<file path="config.mk">
export PLATFORM = sky130hd
export DESIGN_NAME = fila_requisicoes
export DESIGN_NICKNAME = d
export VERILOG_FILES = /design/src/rtl/fila_requisicoes.sv
export SDC_FILE = /design/constraint.sdc
export NUM_CORES = 1
export LEC_CHECK = 0
export CORE_UTILIZATION = 40
export CTS_CLUSTER_SIZE = 28
export DETAILED_ROUTE_END_ITERATION = 10
export SLEW_MARGIN = 20
export SYNTH_ARGS = -nofsm -noshare
export SYNTH_HDL_FRONTEND = slang
export SYNTH_SLANG_ARGS = --single-unit
</file>
<file path="constraint.sdc">
create_clock -name clk -period 2.7 [get_ports clk]
set_clock_uncertainty 0.1 [all_clocks]
set_input_delay 0.54 -clock clk [delete_from_list [all_inputs] [get_ports clk]]
set_output_delay 0.54 -clock clk [all_outputs]
set_load 0.02 [all_outputs]
</file>
<file path="src/rtl/fila_requisicoes.sv">
// -----------------------------------------------------------------------------
// fila_requisicoes
//
// Request queue in front of gerenciador_ativos. It buffers update (atualizar)
// and deactivate (desativar) requests and issues them as one-cycle command
// pulses, one per cycle, in FIFO order. A request is issued no earlier than
// the cycle after it is accepted.
//
// Optional feature (macro FILA_REQUISICOES_COALESCE_EN):
//   When defined, an accepted atualizar whose address matches an atualizar
//   entry that is still queued (not the head being popped this cycle)
//   overwrites that entry's predecessor in place instead of pushing.
//   When undefined, no address comparators are built.
//
// Parameters:
//   ADR_WIDTH     node address width
//   PROFUNDIDADE  FIFO depth, power of two, at least 4
//
// Ports:
//   clk                  clock, rising edge
//   rst_n                asynchronous active-low reset
//   req_atualizar_in     update request strobe
//   req_atu_endereco_in  update request node address
//   req_atu_anterior_in  update request predecessor address
//   req_desativar_in     deactivate request strobe
//   req_des_endereco_in  deactivate request node address
//   parar_in             downstream hold, blocks pops
//   fr_pronto_out        at least two free entries
//   atualizar_out        one-cycle update command pulse
//   desativar_out        one-cycle deactivate command pulse
//   endereco_out         address of the last issued command
//   anterior_out         predecessor of the last issued command (0 for desativar)
//   fr_ocupacao_out      number of stored entries
//   fr_vazio_out         queue empty
//   fr_erro_out          sticky, a request was dropped
// -----------------------------------------------------------------------------
module fila_requisicoes #(
    parameter int ADR_WIDTH    = 5,
    parameter int PROFUNDIDADE = 8
) (
    input  logic                              clk,
    input  logic                              rst_n,
    input  logic                              req_atualizar_in,
    input  logic [ADR_WIDTH-1:0]              req_atu_endereco_in,
    input  logic [ADR_WIDTH-1:0]              req_atu_anterior_in,
    input  logic                              req_desativar_in,
    input  logic [ADR_WIDTH-1:0]              req_des_endereco_in,
    input  logic                              parar_in,
    output logic                              fr_pronto_out,
    output logic                              atualizar_out,
    output logic                              desativar_out,
    output logic [ADR_WIDTH-1:0]              endereco_out,
    output logic [ADR_WIDTH-1:0]              anterior_out,
    output logic [$clog2(PROFUNDIDADE):0]     fr_ocupacao_out,
    output logic                              fr_vazio_out,
    output logic                              fr_erro_out
);

    localparam int PTR_W = $clog2(PROFUNDIDADE);
    localparam int OCC_W = PTR_W + 1;

    // Entry storage: tipo = 1 means desativar.
    logic                 r_tipo [PROFUNDIDADE];
    logic [ADR_WIDTH-1:0] r_end  [PROFUNDIDADE];
    logic [ADR_WIDTH-1:0] r_ant  [PROFUNDIDADE];

    logic [PTR_W-1:0]     r_wr_ptr;
    logic [PTR_W-1:0]     r_rd_ptr;
    logic [OCC_W-1:0]     r_occ;
    logic                 r_pronto;
    logic                 r_vazio;
    logic                 r_erro;
    logic                 r_atu_out;
    logic                 r_des_out;
    logic [ADR_WIDTH-1:0] r_end_out;
    logic [ADR_WIDTH-1:0] r_ant_out;

    logic                    w_pop;
    logic                    w_acc_des;
    logic                    w_acc_atu;
    logic                    w_push_atu;
    logic                    w_drop;
    logic                    w_coal;
    logic [PROFUNDIDADE-1:0] w_coal_hit;
    logic [1:0]              w_n_push;
    logic [PTR_W-1:0]        w_atu_ptr;
    logic [OCC_W-1:0]        w_occ_next;
    logic [PROFUNDIDADE-1:0] w_wr_des;
    logic [PROFUNDIDADE-1:0] w_wr_atu;

    // Pop only from a non-empty queue while downstream is not holding.
    assign w_pop = (r_occ != '0) && !parar_in;

    // The registered 2-slot margin guarantees both requests of one cycle fit.
    // rst_n gating keeps requests from touching storage while in reset.
    assign w_acc_des = req_desativar_in && r_pronto && rst_n;
    assign w_acc_atu = req_atualizar_in && r_pronto && rst_n;
    assign w_drop    = (req_desativar_in || req_atualizar_in) && !r_pronto;

    assign w_push_atu = w_acc_atu && !w_coal;
    assign w_n_push   = {1'b0, w_acc_des} + {1'b0, w_push_atu};

    // desativar takes the first slot, atualizar the one after it.
    assign w_atu_ptr  = r_wr_ptr + PTR_W'(w_acc_des);
    assign w_occ_next = r_occ + OCC_W'(w_n_push) - OCC_W'(w_pop);

`ifdef FILA_REQUISICOES_COALESCE_EN
    // An entry is "queued" when its distance from the read pointer is below
    // the occupancy; the head leaving this cycle is excluded.
    for (genvar gi = 0; gi < PROFUNDIDADE; gi++) begin : g_coal
        localparam logic [PTR_W-1:0] IDX = PTR_W'(gi);
        logic [PTR_W-1:0] w_offset;
        logic             w_queued;
        assign w_offset = IDX - r_rd_ptr;
        assign w_queued = ({1'b0, w_offset} < r_occ) &&
                          !((w_offset == '0) && w_pop);
        assign w_coal_hit[gi] = w_acc_atu && w_queued && !r_tipo[gi] &&
                                (r_end[gi] == req_atu_endereco_in);
    end
    assign w_coal = |w_coal_hit;
`else
    assign w_coal_hit = '0;
    assign w_coal     = 1'b0;
`endif

    // Per-entry write logic; each slot is its own register so two writes
    // (desativar + atualizar) can land in one cycle.
    for (genvar gi = 0; gi < PROFUNDIDADE; gi++) begin : g_mem
        localparam logic [PTR_W-1:0] IDX = PTR_W'(gi);
        assign w_wr_des[gi] = w_acc_des  && (r_wr_ptr  == IDX);
        assign w_wr_atu[gi] = w_push_atu && (w_atu_ptr == IDX);

        always_ff @(posedge clk) begin
            if (w_wr_des[gi]) begin
                r_tipo[gi] <= 1'b1;
                r_end[gi]  <= req_des_endereco_in;
                r_ant[gi]  <= '0;
            end else if (w_wr_atu[gi]) begin
                r_tipo[gi] <= 1'b0;
                r_end[gi]  <= req_atu_endereco_in;
                r_ant[gi]  <= req_atu_anterior_in;
            end else if (w_coal_hit[gi]) begin
                r_ant[gi]  <= req_atu_anterior_in;
            end
        end
    end

    always_ff @(posedge clk or negedge rst_n) begin
        if (!rst_n) begin
            r_wr_ptr  <= '0;
            r_rd_ptr  <= '0;
            r_occ     <= '0;
            r_pronto  <= 1'b1;
            r_vazio   <= 1'b1;
            r_erro    <= 1'b0;
            r_atu_out <= 1'b0;
            r_des_out <= 1'b0;
            r_end_out <= '0;
            r_ant_out <= '0;
        end else begin
            r_wr_ptr  <= r_wr_ptr + PTR_W'(w_n_push);
            r_rd_ptr  <= r_rd_ptr + PTR_W'(w_pop);
            r_occ     <= w_occ_next;
            r_vazio   <= (w_occ_next == '0);
            r_pronto  <= (w_occ_next <= OCC_W'(PROFUNDIDADE - 2));
            r_erro    <= r_erro | w_drop;
            r_atu_out <= w_pop && !r_tipo[r_rd_ptr];
            r_des_out <= w_pop &&  r_tipo[r_rd_ptr];
            if (w_pop) begin
                r_end_out <= r_end[r_rd_ptr];
                r_ant_out <= r_ant[r_rd_ptr];
            end
        end
    end

    assign fr_pronto_out   = r_pronto;
    assign atualizar_out   = r_atu_out;
    assign desativar_out   = r_des_out;
    assign endereco_out    = r_end_out;
    assign anterior_out    = r_ant_out;
    assign fr_ocupacao_out = r_occ;
    assign fr_vazio_out    = r_vazio;
    assign fr_erro_out     = r_erro;

endmodule

</file>
==> results.toml <==
[final_layout]
final_cell_area_sq_mm = 0.00708
drive_above_1_share_pct = 30.6
fin_util_pct = 53.0
nets = 525
antenna_cells = 0
syn2layout_area_growth_pct = 28.7

[sta]
setup_violations = 0
worst_pin_slew_ns = 0.809
fin_crit_ns = 2.61
period_share_pct = 96.8
rsz0062_at_grt = "true"
hold_viol_final = 0
fmaxAchievable_mhz = 383
setup_tns_ns = 0
timing.slew.headroom_pct = 45.9
whs_ns = 0.0941
drv_slew = 0

[yosys]
synth_xor_area_share_pct = 0.932
netlist_top_cells_area = "edfxtp_1 (47%), dfrtp_1 (10%), mux2i_1 (7.5%)"
synth.yosys.seq_area_share_pct = 59.3
muxShareOfSynthArea_pct = 16.7
synth_seq_cells = 113
synth_top_family_by_area = "multiplexers"
synth_compound_area_share_pct = 4.94
ys_types = 44
synth_top_area_cell = "edfxtp_1"
syn_area_sq_mm = 0.00550
synth_nets = 431
yosys.area_share.simple_pct = 11.2
yosys_warnings = 0
syn_area_per_cell_sq_um = 13.9
yosysTopAreaCellShare_pct = 47.5
synth_fa_ha_area_share_pct = 3.46
synthCells = 397

[critical_path]
crit_path_start = "fr_pronto_out"
rr_startpoint = "fr_pronto_out"
start_kind = "register"
required_ns = 2.77
r2r-end = "r_end[0][4]"
cp.arrival_ns = 2.68
crit_fanout = 6
reg2regPathDepth = 8
path_class = "reg -> reg"
end_kind = "register"
crit_end = "r_end[0][4]"
r2r_slack_ns = 0.09

[grt]
overflow = 0
grt_antenna_before_repair = 0
grt_max_degree = 31
grt_pass1_wl_microns = 19700
grt_pass1_vias = 3554
track_usage_pct = 19.1

[routing]
routed_via_density = 5.08
dr.pass1.iters = 4
drcViolationCount = 0
wirelength_microns = 12400
wl_per_cell_microns = 18.2
drt_iter0_drc = 226
drtAntennaViolNets = 0
vias = 3451

[worst_hold_path]
hold_class = "in -> async"

[pwr]
comb_power_share_pct = 36.6
p_per_area_mw_per_mm2 = 991
p_int_mw = 4.64
switching_share_pct = 33.8
seq_power_share_pct = 35.2
power.leakage_nw = 2.80
ir_drop_mv = 0.345
clockPowerShare_pct = 28.2
power.switching_mw = 2.37

[flow_run]
cap_viol_max_count = 0

[run_status]
status = "completed"

[floorplan]
top_level_ports = 39
die_h_microns = 119
core_area_sq_mm = 0.0133
die_area_sq_mm = 0.0142
fp.dieW_microns = 119
fp-row-count = 42
start_util_pct = 41.2

[cts]
numCtsBuffers = 17
cts_num_sinks = 113
cts_root_buffer = "clkbuf_16"
clk_latency_ns = 0.41
htreeDepth = 4
cts_tree = "yes"
path_clk_slew_ns = 0.06
cts_buffer_depth = 2

[placed_design]
hpwlAfterDp_microns = 8560
place_congestion = 0.789
io_buffer_count = 38
placed_cell_area_sq_mm = 0.00641
[timing repair]
| item | in CTS | in global routing |
|---|---|---|
| gates resized for setup | 10 | 11 |
| pin swaps | 2 | 5 |
| setup buffers | 2 | 3 |
| setup endpoints to repair | 22 | 42 |
| hold buffers | 0 | 0 |
[registers in the layout, summed over array words and instances (netlist names)]
name	count
fr_pronto_out	1
r_wr_ptr	3
anterior_out	5
r_ant	40
r_end	40
fr_ocupacao_out	4
endereco_out	5
r_rd_ptr	3
atualizar_out	1
fr_erro_out	1
desativar_out	1
fr_vazio_out	1
r_tipo	8
[worst min-delay path by stage]
stage                                 end  slack (ns)
after floorplan           anterior_out[0]        0.14
after global routing          r_wr_ptr[0]        0.11
after detailed placement        r_tipo[4]        0.35
after global placement          r_tipo[4]        0.34
after CTS                     fr_erro_out        0.06
final                         r_wr_ptr[0]        0.09
[power groups by stage]
stage | logic [mW] | registers (mW) | clock network [mW]
after floorplan | 1.38 | 2.55 | 0
after global placement | 2.32 | 2.48 | 0
after detailed placement | 2.37 | 2.50 | 0
after CTS | 2.54 | 2.47 | 2.02
after global routing | 2.79 | 2.52 | 2.10
final | 2.57 | 2.47 | 1.98
[synthesized netlist by cell type]
library cell   n
edfxtp_1      87
and2_1        42
mux2i_1       41
mux2_2        36
dfrtp_1       23
a22oi_1       20
inv_1         19
o21ai_0       16
nand2_1       15
nand3_1       15
ha_1          12
clkbuf_1       7
nor3b_2        6
nor2_1         5
buf_2          4
mux2_4         4
buf_4          3
buf_6          3
inv_2          3
nand2b_1       3
nor2b_1        3
a21o_1         2
and3_1         2
dfstp_2        2
fa_1           2
mux4_2         2
xnor2_1        2
xor2_1         2
a21oi_1        1
a31oi_1        1
and4_1         1
and4b_1        1
buf_1          1
dfxtp_1        1
nand2_2        1
nor2_2         1
nor3_1         1
nor3b_1        1
nor4_1         1
nor4b_4        1
o21bai_1       1
o31ai_1        1
or2_1          1
xor2_2         1
[cell usage in the layout (no fill, tap or decap), types with 2 or more instances in the layout]
master,netlist,layout
edfxtp_1,87,87
clkbuf_1,7,3
nor2_1,5,5
mux2_4,4,4
inv_2,3,4
clkdlybuf4s50_1,0,35
nor3b_2,6,5
mux2_2,36,36
o21ai_0,16,11
nor2b_1,3,3
dfrtp_1,23,22
nand2b_1,3,3
ha_4,0,3
mux2i_1,41,41
nand2_1,15,15
nand3_1,15,14
a21o_1,2,2
buf_12,0,3
o21ai_1,0,5
clkbuf_16,0,17
dlymetal6s2s_1,0,2
buf_6,3,3
inv_1,19,18
ha_1,12,8
buf_4,3,49
a22oi_1,20,20
fa_1,2,2
mux4_2,2,2
xor2_1,2,2
clkinvlp_4,0,2
and2_1,42,42
dfstp_2,2,2
clkbuf_8,0,2
clkinv_4,0,2
clkinv_2,0,6
[logic make-up after synthesis]
group | after synthesis
and+or+nand+nor | 100
DFF | 113
AOI/OAI and AO/OA | 42
buffers and inverters | 40
adders and majority gates | 14
xor gates and xnor gates | 5
muxes | 83
[final cells by class]
cell class | instances | area [sq um]
multi-input cells | 244 | 2140
flip-flops and latches | 113 | 3260
clock inverters | 10 | 62.6
repair buffers | 93 | 846
clock buffers | 22 | 464
fillers | 1168 | 6270
well taps | 176 | 220
inverters | 22 | 82.6
[stage by stage]
stage	power (mW)	setup WS, ns	std cells
after floorplan	3.93	-0.254	397
after global placement	4.81	-0.480	643
after detailed placement	4.87	-0.584	643
after CTS	7.03	0.0230	677
after global routing	7.41	-0.00871	680
final	7.02	0.0869	680
[per-layer routing]
metal  part of all wire (%)  up-vias  track usage (%)
li1                       -     1655                -
met3                    3.8       10             4.36
met5                      0        -                0
met4                    1.2        0             7.67
met2                     50       80             30.5
met1                     45     1706             25.1
[critical path: stages, from the launching register on]
cell     delay (ns)
dfstp_2        0.58
and3_4         0.22
ha_2           0.19
ha_4           0.13
xor2_2         0.06
or2_4          0.30
nor4b_4        0.28
buf_6          0.18
mux2_2         0.33
Note: power is estimated with default switching activity, not from simulation.
